$ cat config.mk
export PLATFORM = sky130hd
export DESIGN_NAME = parity_tx_scheduler
export DESIGN_NICKNAME = d
export VERILOG_FILES = /design/src/rtl/parity_tx_pkg.sv /design/src/rtl/parity_tx_scheduler_tx_bit_timer.sv /design/src/rtl/parity_tx_scheduler.sv
export SDC_FILE = /design/constraint.sdc
export NUM_CORES = 1
export LEC_CHECK = 0
export ABC_AREA = 1
export CORE_ASPECT_RATIO = 0.9
export CORE_MARGIN = 2
export CORE_UTILIZATION = 45
export DETAILED_ROUTE_END_ITERATION = 10
export GPL_TIMING_DRIVEN = 0
export HOLD_SLACK_MARGIN = 0.08
export MAX_ROUTING_LAYER = met4
export PLACE_DENSITY = 0.65
export SLEW_MARGIN = 20
export SYNTH_ARGS = -nofsm -noshare
export SYNTH_HDL_FRONTEND = slang
export SYNTH_SLANG_ARGS = --single-unit
$ cat constraint.sdc
create_clock -name clk -period 3.3 [get_ports clk]
set_input_delay 0.66 -clock clk [delete_from_list [all_inputs] [get_ports clk]]
set_output_delay 0.66 -clock clk [all_outputs]
set_load 0.05 [all_outputs]
$ cat src/rtl/parity_tx_pkg.sv
// Shared types, constants and the parity helper for the parity serial transmitter.
package parity_tx_pkg;

   // Frame sequencer states, in transmission order.
   typedef enum logic [2:0] {
      IDLE   = 3'd0,
      START  = 3'd1,
      DATA   = 3'd2,
      PARITY = 3'd3,
      STOP   = 3'd4
   } tx_state_t;

   localparam int   DATA_BITS   = 8;
   localparam int   FRAME_BITS  = 11;
   localparam logic IDLE_LEVEL  = 1'b1;
   localparam logic START_LEVEL = 1'b0;
   localparam logic STOP_LEVEL  = 1'b1;

   // Even parity is the XOR of the data bits; odd parity inverts it.
   function automatic logic parity_bit(input logic [DATA_BITS-1:0] data,
                                       input logic                 odd);
      return (^data) ^ odd;
   endfunction

endpackage

$ cat src/rtl/parity_tx_scheduler_tx_bit_timer.sv
// Baud counter: counts 0..CLKS_PER_BIT-1 while run is high and flags the
// last clock of every bit period. Held at zero while run is low.
module tx_bit_timer #(
   parameter int CLKS_PER_BIT = 4
) (
   input  logic clk,
   input  logic rst,
   input  logic run,
   output logic bit_done
);

   // 16 bits covers the full legal CLKS_PER_BIT range of 1..65535.
   localparam logic [15:0] LAST_COUNT = 16'(CLKS_PER_BIT - 1);

   logic [15:0] baud_cnt_reg;

   // Free-running count within a bit, wrapping on each bit boundary.
   always_ff @(posedge clk) begin
      if (rst || !run) begin
         baud_cnt_reg <= '0;
      end else if (baud_cnt_reg == LAST_COUNT) begin
         baud_cnt_reg <= '0;
      end else begin
         baud_cnt_reg <= baud_cnt_reg + 16'd1;
      end
   end

   // With CLKS_PER_BIT = 1 the count stays at zero and every running clock ends a bit.
   assign bit_done = run && (baud_cnt_reg == LAST_COUNT);

endmodule

$ cat src/rtl/parity_tx_scheduler.sv
// Two-requester round-robin front end for a single parity UART-style
// transmitter: accepts one byte per frame and serialises
// start | 8 data (LSB first) | parity | stop, each CLKS_PER_BIT clocks long.
module parity_tx_scheduler
   import parity_tx_pkg::*;
#(
   parameter int   CLKS_PER_BIT = 4,
   parameter logic PARITY_ODD   = 1'b0
) (
   input  logic       clk,
   input  logic       rst,
   input  logic [1:0] req_valid,
   input  logic [7:0] req_data0,
   input  logic [7:0] req_data1,
   output logic [1:0] req_ready,
   output logic       serial_out,
   output logic       busy,
   output logic       grant_id
);

   tx_state_t              state_reg;
   logic [DATA_BITS-1:0]   data_reg;
   logic [2:0]             bit_cnt_reg;
   logic                   last_reg;
   logic                   grant_reg;
   logic                   serial_reg;
   logic                   busy_reg;

   logic                   winner;
   logic                   any_valid;
   logic                   accept;
   logic [DATA_BITS-1:0]   winner_data;
   logic                   bit_done;
   logic                   timer_run;

   // Round-robin pick: a lone requester wins outright, a tie goes to the one not served last.
   always_comb begin
      winner    = 1'b0;
      any_valid = |req_valid;
      if (req_valid[0] && req_valid[1]) begin
         winner = ~last_reg;
      end else if (req_valid[1]) begin
         winner = 1'b1;
      end
      winner_data = winner ? req_data1 : req_data0;
   end

   // Ready is offered only in IDLE, only to the winner, and never while reset is asserted.
   generate
      for (genvar gi = 0; gi < 2; gi++) begin : g_ready
         assign req_ready[gi] = (state_reg == IDLE) && !rst && any_valid && (winner == 1'(gi));
      end
   endgenerate

   assign accept    = |(req_valid & req_ready);
   assign timer_run = (state_reg != IDLE);

   tx_bit_timer #(
      .CLKS_PER_BIT (CLKS_PER_BIT)
   ) u_bit_timer (
      .clk      (clk),
      .rst      (rst),
      .run      (timer_run),
      .bit_done (bit_done)
   );

   // Frame sequencer; serial_out is loaded with the level of the state being entered.
   always_ff @(posedge clk) begin
      if (rst) begin
         state_reg   <= IDLE;
         data_reg    <= '0;
         bit_cnt_reg <= '0;
         last_reg    <= 1'b1;
         grant_reg   <= 1'b0;
         serial_reg  <= IDLE_LEVEL;
         busy_reg    <= 1'b0;
      end else begin
         case (state_reg)
            IDLE: begin
               serial_reg <= IDLE_LEVEL;
               if (accept) begin
                  data_reg   <= winner_data;
                  grant_reg  <= winner;
                  last_reg   <= winner;
                  state_reg  <= START;
                  serial_reg <= START_LEVEL;
                  busy_reg   <= 1'b1;
               end
            end
            START: begin
               if (bit_done) begin
                  state_reg   <= DATA;
                  bit_cnt_reg <= '0;
                  serial_reg  <= data_reg[0];
               end
            end
            DATA: begin
               if (bit_done) begin
                  if (bit_cnt_reg == 3'(DATA_BITS - 1)) begin
                     state_reg  <= PARITY;
                     serial_reg <= parity_bit(data_reg, PARITY_ODD);
                  end else begin
                     bit_cnt_reg <= bit_cnt_reg + 3'd1;
                     serial_reg  <= data_reg[bit_cnt_reg + 3'd1];
                  end
               end
            end
            PARITY: begin
               if (bit_done) begin
                  state_reg  <= STOP;
                  serial_reg <= STOP_LEVEL;
               end
            end
            STOP: begin
               if (bit_done) begin
                  state_reg  <= IDLE;
                  serial_reg <= IDLE_LEVEL;
                  busy_reg   <= 1'b0;
               end
            end
            default: begin
               state_reg  <= IDLE;
               serial_reg <= IDLE_LEVEL;
               busy_reg   <= 1'b0;
            end
         endcase
      end
   end

   assign serial_out = serial_reg;
   assign busy       = busy_reg;
   assign grant_id   = grant_reg;

endmodule

---- Word-level counts from Yosys, hierarchy flattened ----
Cells that the tools add are included.
storage, ports and cells
  register bits ........................... 34
  bits of input ports ..................... 20
  output and inout bits ................... 5
  word-level logic and storage cells ...... 76
operators by class
  $add $sub $neg .......................... 2
  magnitude comparators ................... 1
  equal/unequal tests ..................... 14
  muxes and demuxes ....................... 24
  bitwise operators ....................... 4
  reduce and logical (&&, ||, !) cells .... 23
operator list
  operator                 count
  $mux W3                  8
  $add A16 B1 Y16 const B  1
  $eq A16 B2 Y1 const B    1
  $pmux W3 S5              1
  $ne A2 B2 Y1 const B     7
  $mux W1                  10
  $mux W8                  1
  $reduce_or A2 Y1         4
  $reduce_xor A8 Y1        1
  $eq A3 B2 Y1 const B     2
  $eq A3 B3 Y1 const B     2
  $logic_and A1 B1 Y1      6
  $pmux W3 S2              1
  $reduce_and A3 Y1        2
  $reduce_and A6 Y1        1
  $lt A3 B4 Y1 const B     1
  $pmux W1 S4              1
  $reduce_and A4 Y1        1
  $add A3 B1 Y3 const B    1
  $bmux W1 S3              1
  $eq A3 B1 Y1 const B     1
  $logic_not A3 Y1         1
  $not A1 Y1               3
  $pmux W1 S3              1
  other kinds (8)          9

---- Longest topological paths before layout ----
  depth in word-level cells ............... 8
  depth in mapped cells ................... 12
  mapped depth without buffers ............ 12

---- Cells and area by module ----
From an unflattened synthesis, not the netlist that was laid out.
second synthesis, totals
  cells, all modules ...................... 318
  area total of the unflattened synthesis .. 2093.3 um2
by module, submodules not included
  module               instances  cells an instance  area each (um2)  sequential area each (um2)
  parity_tx_scheduler  1          183                1172.4           360.3
  tx_bit_timer         1          135                920.9            320.3

---- Worst setup path after synthesis ----
No wires, ideal clock.
  path type ............................... in2out
  from .................................... input port rst
  to ...................................... output port req_ready[0]
  data arrival time ....................... 1380 ps
  data required time ...................... 2640 ps
  setup slack ............................. 1260 ps
  stages on the path ...................... 4
  buffers on the path ..................... 1
  cell sequence ........................... clkbuf_1 nor2_2 inv_2 nor2_4
between the ends
  cells in the longest elaborated chain, start to end .. 4
RTL lines
  item                               RTL line                   text
  start: declaration                 parity_tx_scheduler.sv:11  input logic rst,
  $logic_not A1 Y1                   parity_tx_scheduler.sv:51  assign req_ready[gi] = (state_reg == IDLE) && !rst && any_valid && (winner == 1'(gi));
  $logic_and A1 B1 Y1 (3 in series)  parity_tx_scheduler.sv:51
  end: declaration                   parity_tx_scheduler.sv:15  output logic [1:0] req_ready,
Every way passes these cells.

---- Final worst setup path ----
  from .................................... input port req_valid[1]
  to ...................................... output port req_ready[0]
between the ends
  cells in the longest elaborated chain, start to end .. 4
  elaborated cells between the ends (all ways) .. 7
  classes of those cells .................. mux: 2; bitwise: 1; reduce/logical: 4
RTL lines
  item                                                   RTL line                                              text
  start: declaration                                     parity_tx_scheduler.sv:12                             input logic [1:0] req_valid,
  $mux W1 / $logic_and A1 B1 Y1 (equally long branches)  parity_tx_scheduler.sv:42, parity_tx_scheduler.sv:40
  $mux W1                                                parity_tx_scheduler.sv:40                             if (req_valid[0] && req_valid[1]) begin
  $not A1 Y1                                             parity_tx_scheduler.sv:51
  $logic_and A1 B1 Y1 *                                  parity_tx_scheduler.sv:51
Mark *: on every way between the ends. The rest lies on a longest branch, timed or not.

==> results.md <==
* Cell Pwr Density at 577 nW/um^2
* Layout Nets at 357
* Io pins at 25
* Initial DRT Pass Iterations at 4
* Status: finished clean
* Worst-path maximum fanout at 9
* Post-CTS setup buffer count at 0
* Post-DP Area at 2230 sq um
* Worst Clk Skew at 7.58 ps
* Port buffer count at 23
* Area Growth Syn to Fin at 20.0%
* Largest area contributor in the netlist: dfxtp_1
* CP Capture Type: output port
* F_max at 321 MHz
* Crit path time final at 3120 ps
* Yosys cell types at 30
* Initial antenna violation count at 0
* Worst-path clk slew at 60 ps
* Post-Route WL at 4160 microns
* First-pass GRT wire length at 6860 microns
* Final Power at 1.34 mW
* Max-cap violations at 0
* CTS H-tree lvls at 2
* LEAKAGE at 0.989 nW
* Non-Filler Instances at 383
* Crit path kind: primary input to output port
* Clk Tree Root Cell: clkbuf_8
* Tot GR Track Use at 18.8%
* Top post-synthesis cells by area: dfxtp_1, nand2_1, inv_1, nand3_1, nor2_1
* Chip height at 66.3 microns
* Yosys reg bits at 34
* Most common cell in the netlist: nand2_1
* DR WL/cell at 10.9 microns
* Num CTS Buffers at 5
* Slew HR at 61.6%
* Die width at 73.3 microns
* Post-route DRC at 0
* TritonCTS clock tree: yes
* Critical Path RT at 2640 ps
* Share of the synthesized area in the top cell type at 35.0%
* CP Launch Type: primary input
* Gr ovfl total at 0
* Final HPWL DP at 3220 microns
* Iteration-0 DRC Markers at 72
* DP Cell Count at 375
* Multi-input logic area at 1060 sq um
* Fin crit share at 94.5%
* ANT nets after route at 0
* Antenna cell count at 0
* Sequential area share after synthesis at 35.0%
* Max FFs per register at 16
* Largest net degree at the start of global routing at 12
* Routability cong. at 0.831
* Synth warn at 0
* Synth Area per Inst at 6.39 sq um
* Std cell rows at 22
* Layout cell share with drive strength beyond 1 at 9.25%
* Worst slew pin tran at 576 ps
* Final instance area at 2330 sq um
* Maximum VDD drop at 430 uV
* Cells after synthesis at 304
* Fin. Hold Viols at 0
* Post-layout util at 56.8%
* Max Slew Vio Count at 0
* Post-Route Setup TNS at 0 ps
* Number of global-route vias before repair at 1604
* CP Data Arrival Time at 2460 ps
* Post-Syn Nets at 327
* Hold Path Class: flip-flop to flip-flop
* Unrepaired setup endpoints after global routing: no
* Reg area at 681 sq um
* Synth cell count leaders: nand2_1, inv_1, dfxtp_1, nor2_1, nand3_1
* Asr flop ratio synth at 0%
* Vias per cell at 4.91
* Core area at 4100 sq um
* Final setup viols at 0
* Vias at 1882
* Clk_lat worst skew at 290 ps
* Main synth FF type: dfxtp_1
* Mapped Area at 1940 sq um
* Initial Util at 47.4%
* Fillcell total at 428
* Clock buffer depth at 2
* Die Footprint at 4860 sq um
* Post-synth EDFFs at 0
* # clock sinks at 34
worst max-delay path: stages:
cell	delay (ps)
clkdlybuf4s50_1	470
o21ai_1	80
nor2_2	120
inv_2	90
nor2_4	200
clkdlybuf4s50_1	840
final timing paths:
kind	cells past startpoint	slack, ps	end	start
max	6	180	req_ready[0]	req_valid[1]
min	2	460	last_reg	last_reg
max reg2reg	9	1460	u_bit_timer.baud_cnt_reg[12]	u_bit_timer.baud_cnt_reg[0]
min reg2reg	2	460	last_reg	last_reg
metrics by stage:
stage	setup slack, ps	hold WS (ps)
2_1_floorplan	1260	430
3_3_place_gp	41.5	445
3_5_place_dp	35.2	450
4_1_cts	34.3	465
5_1_grt	61.2	488
6_report	181	462
cell usage in the layout, fill, tap and decap left out, drive strengths merged, types with 2 or more instances in the layout:
cell type,synthesis,final
nand2,103,103
inv,45,45
dfxtp,34,34
nor2,34,34
nand3,23,23
clkdlybuf4s50,0,22
a21oi,19,19
nor3,9,9
a31oi,8,8
nand4,8,8
clkbuf,2,8
o21ai,6,6
ha,3,3
buf,3,3
xnor2,2,2
cell type report:
type                            count  share of cell area [%]
Multi-Input combinational cell    220                    45.7
Sequential cell                    34                    29.2
Timing Repair Buffer               23                    9.98
Inverter                           45                    7.25
Clock buffer                        6                    3.54
Tap cell                           48                    2.58
Buffer                              5                    1.23
Clock inverter                      2                   0.537
repair_timing:
item,CTS,global route
endpoints found under the hold margin,0,0
setup endpoints to repair,0,1
resized for setup,0,1
hold buffers,0,0
power breakdown:
group / internal [mW] / switching, mW
clock network: 0.167 / 0.149
registers: 0.458 / 0.0477
logic: 0.185 / 0.338
routing by layer:
metal	up-vias	track usage, %	share of wire (%)
met2	23	27.1	43
met1	822	25.3	53
met4	0	6.94	1.2
met3	6	4.57	3.0
li1	1031	-	-
met5	-	-	0
kinds of logic (layout without fill, tap and decap cells):
logic type,Yosys count,count (layout),synth area share [%]
AO/OA/AOI/OAI,36,36,10.6
XOR/XNOR,3,3,1.35
adder cells (fa/ha/maj),3,3,1.93
buffers and inverters,50,81,10.2
flip-flops,34,34,35.0
AND/OR/NAND/NOR,178,178,41.0
Note: power is estimated with default switching activity, not from simulation.
